## config.mk

```make
export PLATFORM = sky130hd
export DESIGN_NAME = ifetch
export DESIGN_NICKNAME = d
export VERILOG_FILES = /design/src/rtl/ifetch.sv
export SDC_FILE = /design/constraint.sdc
export NUM_CORES = 1
export LEC_CHECK = 0
export CELL_PAD_IN_SITES_DETAIL_PLACEMENT = 1
export CELL_PAD_IN_SITES_GLOBAL_PLACEMENT = 2
export CORE_MARGIN = 5
export CORE_UTILIZATION = 31
export DETAILED_ROUTE_END_ITERATION = 10
export PLACE_DENSITY_LB_ADDON = 0.1
export REMOVE_ABC_BUFFERS = 1
export SYNTH_ARGS = -nofsm -noshare
export SYNTH_HDL_FRONTEND = slang
export SYNTH_SLANG_ARGS = --single-unit
```

## constraint.sdc

```tcl
create_clock -name clk_i -period 4.4 [get_ports clk_i]
set_clock_uncertainty 0.2 [all_clocks]
set_input_delay 0.88 -clock clk_i [delete_from_list [all_inputs] [get_ports clk_i]]
set_output_delay 0.88 -clock clk_i [all_outputs]
set_load 0.02 [all_outputs]
```

## src/rtl/ifetch.sv

```systemverilog
// Instruction fetch: one outstanding imem request, 2-entry PC-tagged
// instruction buffer drained by decode, flush drops buffer and in-flight data.
module ifetch #(
  parameter logic [31:0] NOP_INSTR = 32'h0000_0013
) (
  input  logic        clk_i,
  input  logic        rst_i,
  input  logic [31:0] pc_i,
  input  logic        flush_i,
  output logic        imem_req_o,
  output logic [31:0] imem_addr_o,
  input  logic        imem_gnt_i,
  input  logic        imem_rvalid_i,
  input  logic [31:0] imem_rdata_i,
  input  logic        imem_err_i,
  output logic        incr_pc_o,
  output logic        instr_valid_o,
  output logic [31:0] instr_o,
  output logic [31:0] instr_pc_o,
  output logic        instr_fault_o,
  input  logic        instr_ready_i
);

  typedef enum logic [1:0] {
    IDLE,
    WAIT,
    DISCARD,
    FAULTED
  } state_t;

  state_t      state, state_n;
  logic [31:0] pend_pc;
  logic [1:0]  cnt;
  logic        rd_ptr, wr_ptr;
  logic [31:0] data_q [2];
  logic [31:0] pc_q   [2];
  logic        flt_q  [2];

  logic        pop, push, out, fire;
  logic [2:0]  occ;

  assign pop  = instr_valid_o & instr_ready_i;
  assign out  = (state == WAIT);
  assign push = out & imem_rvalid_i & ~flush_i;
  // occupancy once the outstanding response lands; a new request needs a slot
  assign occ  = {1'b0, cnt} - {2'b0, pop} + {2'b0, out};

  assign imem_req_o = ~flush_i & (occ < 3'd2)
                    & ((state == IDLE)
                     | (out & imem_rvalid_i & ~imem_err_i));
  assign imem_addr_o = pc_i;
  assign fire        = imem_req_o & imem_gnt_i;
  assign incr_pc_o   = fire;

  always_comb begin
    state_n = state;
    if (flush_i) begin
      case (state)
        WAIT:    state_n = imem_rvalid_i ? IDLE : DISCARD;
        DISCARD: state_n = imem_rvalid_i ? IDLE : DISCARD;
        default: state_n = IDLE;
      endcase
    end else begin
      case (state)
        IDLE:    if (fire) state_n = WAIT;
        WAIT: begin
          if (imem_rvalid_i) begin
            if (imem_err_i)  state_n = FAULTED;
            else if (fire)   state_n = WAIT;
            else             state_n = IDLE;
          end
        end
        DISCARD: if (imem_rvalid_i) state_n = IDLE;
        default: state_n = FAULTED;
      endcase
    end
  end

  always_ff @(posedge clk_i or posedge rst_i) begin
    if (rst_i) begin
      state   <= IDLE;
      pend_pc <= '0;
      cnt     <= '0;
      rd_ptr  <= 1'b0;
      wr_ptr  <= 1'b0;
    end else begin
      state <= state_n;
      if (fire) pend_pc <= pc_i;
      if (flush_i) begin
        cnt    <= '0;
        rd_ptr <= 1'b0;
        wr_ptr <= 1'b0;
      end else begin
        if (push) wr_ptr <= ~wr_ptr;
        if (pop)  rd_ptr <= ~rd_ptr;
        cnt <= cnt + {1'b0, push} - {1'b0, pop};
      end
    end
  end

  always_ff @(posedge clk_i) begin
    if (push) begin
      data_q[wr_ptr] <= imem_rdata_i;
      pc_q[wr_ptr]   <= pend_pc;
      flt_q[wr_ptr]  <= imem_err_i;
    end
  end

  always_ff @(posedge clk_i) begin
    if (!rst_i && push && !pop)
      assert (cnt != 2'd2);
  end

  assign instr_valid_o = (cnt != 2'd0);
  assign instr_pc_o    = instr_valid_o ? pc_q[rd_ptr] : '0;
  assign instr_fault_o = instr_valid_o & flt_q[rd_ptr];
  assign instr_o       = (!instr_valid_o || flt_q[rd_ptr])
                       ? NOP_INSTR : data_q[rd_ptr];

endmodule

```

Yosys cells after proc, flatten, opt, wreduce, memory -nomap -nowiden. Memories as Yosys holds them, arrays and structs flattened. Index checks and enable logic that the tools add are counted.

$add $sub $neg: 4. Order comparisons: 1. Equal/unequal tests: 5. Muxes and demuxes: 18. Bitwise operators: 13. Reductions and logical operators: 8.

Operator list (number): 32-bit 2-to-1 mux (2); 2-bit 2-to-1 mux (8); 3-bit != test, second input constant (3); 1-bit AND (8); 1-bit 2-to-1 mux (7); 2-bit one-hot mux with 3 select lines (1); 2-bit nonzero test (3); 1-bit inverter (4); 3-bit by 1-bit adder with 3-bit output (1); 3-bit by 2-bit < comparator with 1-bit output, second input constant (1); 3-bit AND reduction (1); 2-bit by 1-bit subtractor with 3-bit output (1); 2-bit by 1-bit adder with 2-bit output (1); 2-bit by 1-bit equality test with 1-bit output, second input constant (1); 2-bit equality test, second input constant (1); 2-bit zero test (1); 2-bit OR reduction (1); 2-bit by 1-bit subtractor with 2-bit output (1); 1-bit zero test (1); 1-bit logical OR (1); 1-bit bitwise OR (1).

Bits in registers: 38. RAM bits: 130. Bits of input ports: 71. Output and inout port bits: 100. Word-level logic and storage cells: 57. Memories: 3.

Memory list: data_q (depth 2, width 32, read ports 1, clocked after memory_dff 0, write ports 1, line 35) `logic [31:0] data_q [2];`; pc_q (depth 2, width 32, read ports 1, clocked after memory_dff 0, write ports 1, line 36) `logic [31:0] pc_q [2];`; flt_q (depth 2, width 1, read ports 1, clocked after memory_dff 0, write ports 1, line 37) `logic flt_q [2];`.

Depth between registers and ports, before layout.
Depth in word-level cells: 13. Mapped depth: 10. Gate-level depth less buffers: 10.

Worst setup path before layout. Ideal clock, no wire load.

Kind: input to register. From: in flush_i. To: mem data_q[0][0], enable pin. Setup time: 488 ps. Arrival: 4116 ps. Required time: 3712 ps. Slack: -404 ps. Cell stages on the path: 3. Buffers on the path: 1. Cell sequence: clkbuf_1 > or2_2 > nor2_1.

Word-level cells in the longest chain between the ends: 4.

RTL lines: start, declared (line 9) `input logic flush_i,`; 1-bit inverter (line 44) `assign push = out & imem_rvalid_i & ~flush_i;`; 1-bit AND (line 44); 1-bit 2-to-1 mux (line 102) `if (push) begin`; 1-bit 2-to-1 mux (implied by the code) (line 103) `data_q[wr_ptr] <= imem_rdata_i;`; end, declared (line 35).

Every way passes these cells.

Worst setup path after layout.
From: in instr_ready_i. To: out incr_pc_o.

Word-level cells in the longest chain between the ends: 7.

RTL lines: start, declared (line 21) `input logic instr_ready_i`; 1-bit AND (line 42) `assign pop = instr_valid_o & instr_ready_i;`; 2-bit by 1-bit subtractor with 3-bit output (line 46) `assign occ = {1'b0, cnt} - {2'b0, pop} + {2'b0, out};`; 3-bit by 1-bit adder with 3-bit output (line 46); 3-bit by 2-bit < comparator with 1-bit output (line 48) `assign imem_req_o = ~flush_i & (occ < 3'd2)`; 1-bit AND (line 48); 1-bit AND (line 49) `& ((state == IDLE)`; 1-bit AND (line 52) `assign fire = imem_req_o & imem_gnt_i;`; end, declared (line 16) `output logic incr_pc_o,`.

Every way passes these cells.

==> results.md <==
* Run status: complete, no violations
* Core area at 22000 sq um
* Gpl congestion at 0.722
* Grt ovf at 0
* Leak at 3.39 nW
* Internal power at 4.03 mW
* Nature of the critical path startpoint: input port
* P_sw at 1.94 mW
* WL/cell at 18.0 um
* Syn Inst Count at 437
* First-pass GRT wire length at 24700 um
* Die Wd at 160 um
* IO Port Bufs at 170
* Worst reg2reg path endpoint: pend_pc[3]
* Total GRT Usage at 12.5%
* Clock sinks at 168
* Pin count of the biggest net entering global routing at 46
* Clock transition at path regs at 0.07 ns
* RSZ-0062 raised after global routing: false
* Syn_area_per_cell at 15.9 sq um
* Worst setup margin at 0.215 ns
* CP endpoint kind: output port
* Post-Syn Area at 6940 sq um
* Total wire length at 15900 um
* Nets at 666
* Slew Limit Fails at 0
* Register area at 4860 sq um
* CTS tree: built
* Crit path to: incr_pc_o
* Endpoints failing setup at 0
* Vias at 3911
* Path depth of the worst reg2reg path at 10
* WP data required at 3.32 ns
* Worst-skew pair later-pin latency at 0.42 ns
* Area of the multi-input gates at 1730 sq um
* Number of buffers created by CTS at 17
* Endpoints failing hold at 0
* Pre-antenna DRT Iters at 4
* Worst min path class: flop to flop
* Die ar. at 25500 sq um
* Fillers at 2187
* Fin crit share at 95.1%
* Initial Utilization at 31.6%
* FF-to-FF setup slack at 1.16 ns
* Die Span Y at 160 um
* Most frequent cells in the layout: 168 x clkdlybuf4s50_1, 130 x edfxtp_1, 72 x nor2_1, 66 x mux2i_1, 37 x dfrtp_1
* Synthesis-to-layout area growth at 35.7%
* Worst EP arrival at 3.11 ns
* Final ANT Viol Nets at 0
* Yosys warnings at 0
* Setup CP Type: input port to output port
* Vias per inst at 4.44
* Max_cap viols at 0
* Tmin final at 4.19 ns
* Std cell rows at 54
* IO Pins at 171
* # diodes at 0
* Commonest non-fill, non-tap cell in the layout: clkdlybuf4s50_1
* Initial antenna violation count at 0
* Layout cells sized above 1 at 14.0%
* Top cells by area, synth: edfxtp_1 56%, dfrtp_1 14%, mux2i_1 9.5%
* CTS max path bufs at 2
* Slew at the pin closest to its max-slew limit at 0.932 ns
* DRC at 0
* Seq cells post-synth at 168
* Combinational share of power at 36.5%
* Dpl ws at -0.0991 ns
* Share of the synthesized area in the top cell type at 56.2%
* Post-CTS Hold Buffers at 0
* Initial DRC count at 165
* Crit path from: instr_ready_i
* Maximum VDD drop at 0.256 mV
* Clock power frac at 25.9%
* Pwr/cell area at 634 nW/um^2
* Vias in the first global route at 4421
* Net Sw Frac at 32.5%
* H-tree levels at 4
* Max Fclk at 239 MHz
* Clock Root Buffer: clkbuf_16
* Sequential share of power at 37.5%
* HPWL Detailed at 10200 um
* Leading area contributor after synthesis: edfxtp_1
* Total power at 5.97 mW
* Yosys cell types at 30
* CP max FO at 2
* Fin Setup TNS at 0 ns
* Slew HR at 37.8%
* Worst r2r src: state[1]
* Register area share after synthesis at 69.9%
## logic make-up after synthesis
group / after synthesis / share of synthesized area, %
compound gates: 9 / 1.06
xor+xnor: 6 / 0.757
fa+ha+maj: 7 / 1.37
buf+inv: 59 / 5.41
flops: 168 / 69.9
mux: 98 / 16.3
simple gates: 90 / 5.19
## flip-flops by register name, summed over array words and instances, names as in the netlist
name and count:
pend_pc 32, flt_q 2, cnt 2, state 2, data_q 64, pc_q 64
wr_ptr 1, rd_ptr 1
## stage by stage
step	utilization, %	instances	hold WS [ns]	cell area [sq um]
finish	42.9	881	0.272	9420
global route	42.9	881	0.286	9420
CTS	42.9	881	0.272	9420
detailed placement	40.0	849	0.257	8790
global placement	40.0	849	0.247	8790
floorplan	-	387	0.237	6600
## per-layer routing
layer,vias to the layer above,share of wire [%],GRT usage (%)
met3,15,6.2,4.25
met5,-,0,0
li1,1842,-,-
met2,130,47,20.3
met1,1924,46,15.6
met4,0,1.2,4.14
## worst max-delay path, stage by stage
cell             delay (ns)
clkdlybuf4s50_1        0.51
xor2_1                 0.15
nand2_1                0.08
fa_1                   0.50
nand3b_1               0.10
or2_1                  0.24
o21bai_4               0.20
inv_1                  0.10
dlygate4sd2_1          0.35
## Yosys cell counts
library cell	count
nor4b_1	1
edfxtp_1	130
dfrtp_1	38
nand3b_1	1
buf_6	3
o21ai_0	2
buf_2	9
xor2_1	4
mux2i_1	66
nor2_1	75
or2_2	1
mux2_4	29
o31a_1	1
fa_1	1
o221a_2	1
nor2b_1	1
a21oi_1	2
ha_1	6
nor3_1	2
nand2_1	5
o22ai_1	1
clkbuf_1	6
or2_1	1
inv_1	9
o21bai_4	1
xnor2_1	2
buf_4	32
o2bb2ai_1	1
nand3_1	3
mux2_2	3
## repair_timing
action                                  4_1_cts  5_1_grt
hold endpoints to repair                      0        0
pin swaps                                     0        0
resized for setup                             1        1
buffers inserted                              0        0
endpoints found under the setup margin        1        1
## area by class of cell
type | instances | area share (%)
clock buffer | 19 | 4.93
clock inverter | 13 | 1.69
inverter | 9 | 0.359
multi-input combinational | 210 | 18.4
sequential | 168 | 51.6
tap | 280 | 3.72
timing repair buffer | 182 | 19.3
## power by group through the flow
stage	combinational, mW	sequential, mW	clock (mW)
after floorplan	1.29	2.26	0
after global placement	2.21	2.26	0
after detailed placement	2.23	2.28	0
after CTS	2.24	2.25	1.60
after global routing	2.35	2.28	1.67
final	2.18	2.24	1.55
## how the worst min path moves through the flow
stage,from,to,slack (ns),cells past startpoint
2_1_floorplan,pend_pc[2],pc_q[0][2],0.24,0
3_3_place_gp,pend_pc[3],pc_q[0][3],0.25,0
3_5_place_dp,pend_pc[2],pc_q[0][2],0.26,0
4_1_cts,pend_pc[29],pc_q[0][29],0.27,0
5_1_grt,pend_pc[29],pc_q[0][29],0.29,0
6_report,pend_pc[29],pc_q[0][29],0.27,0
(Power assumes the default switching activity.)
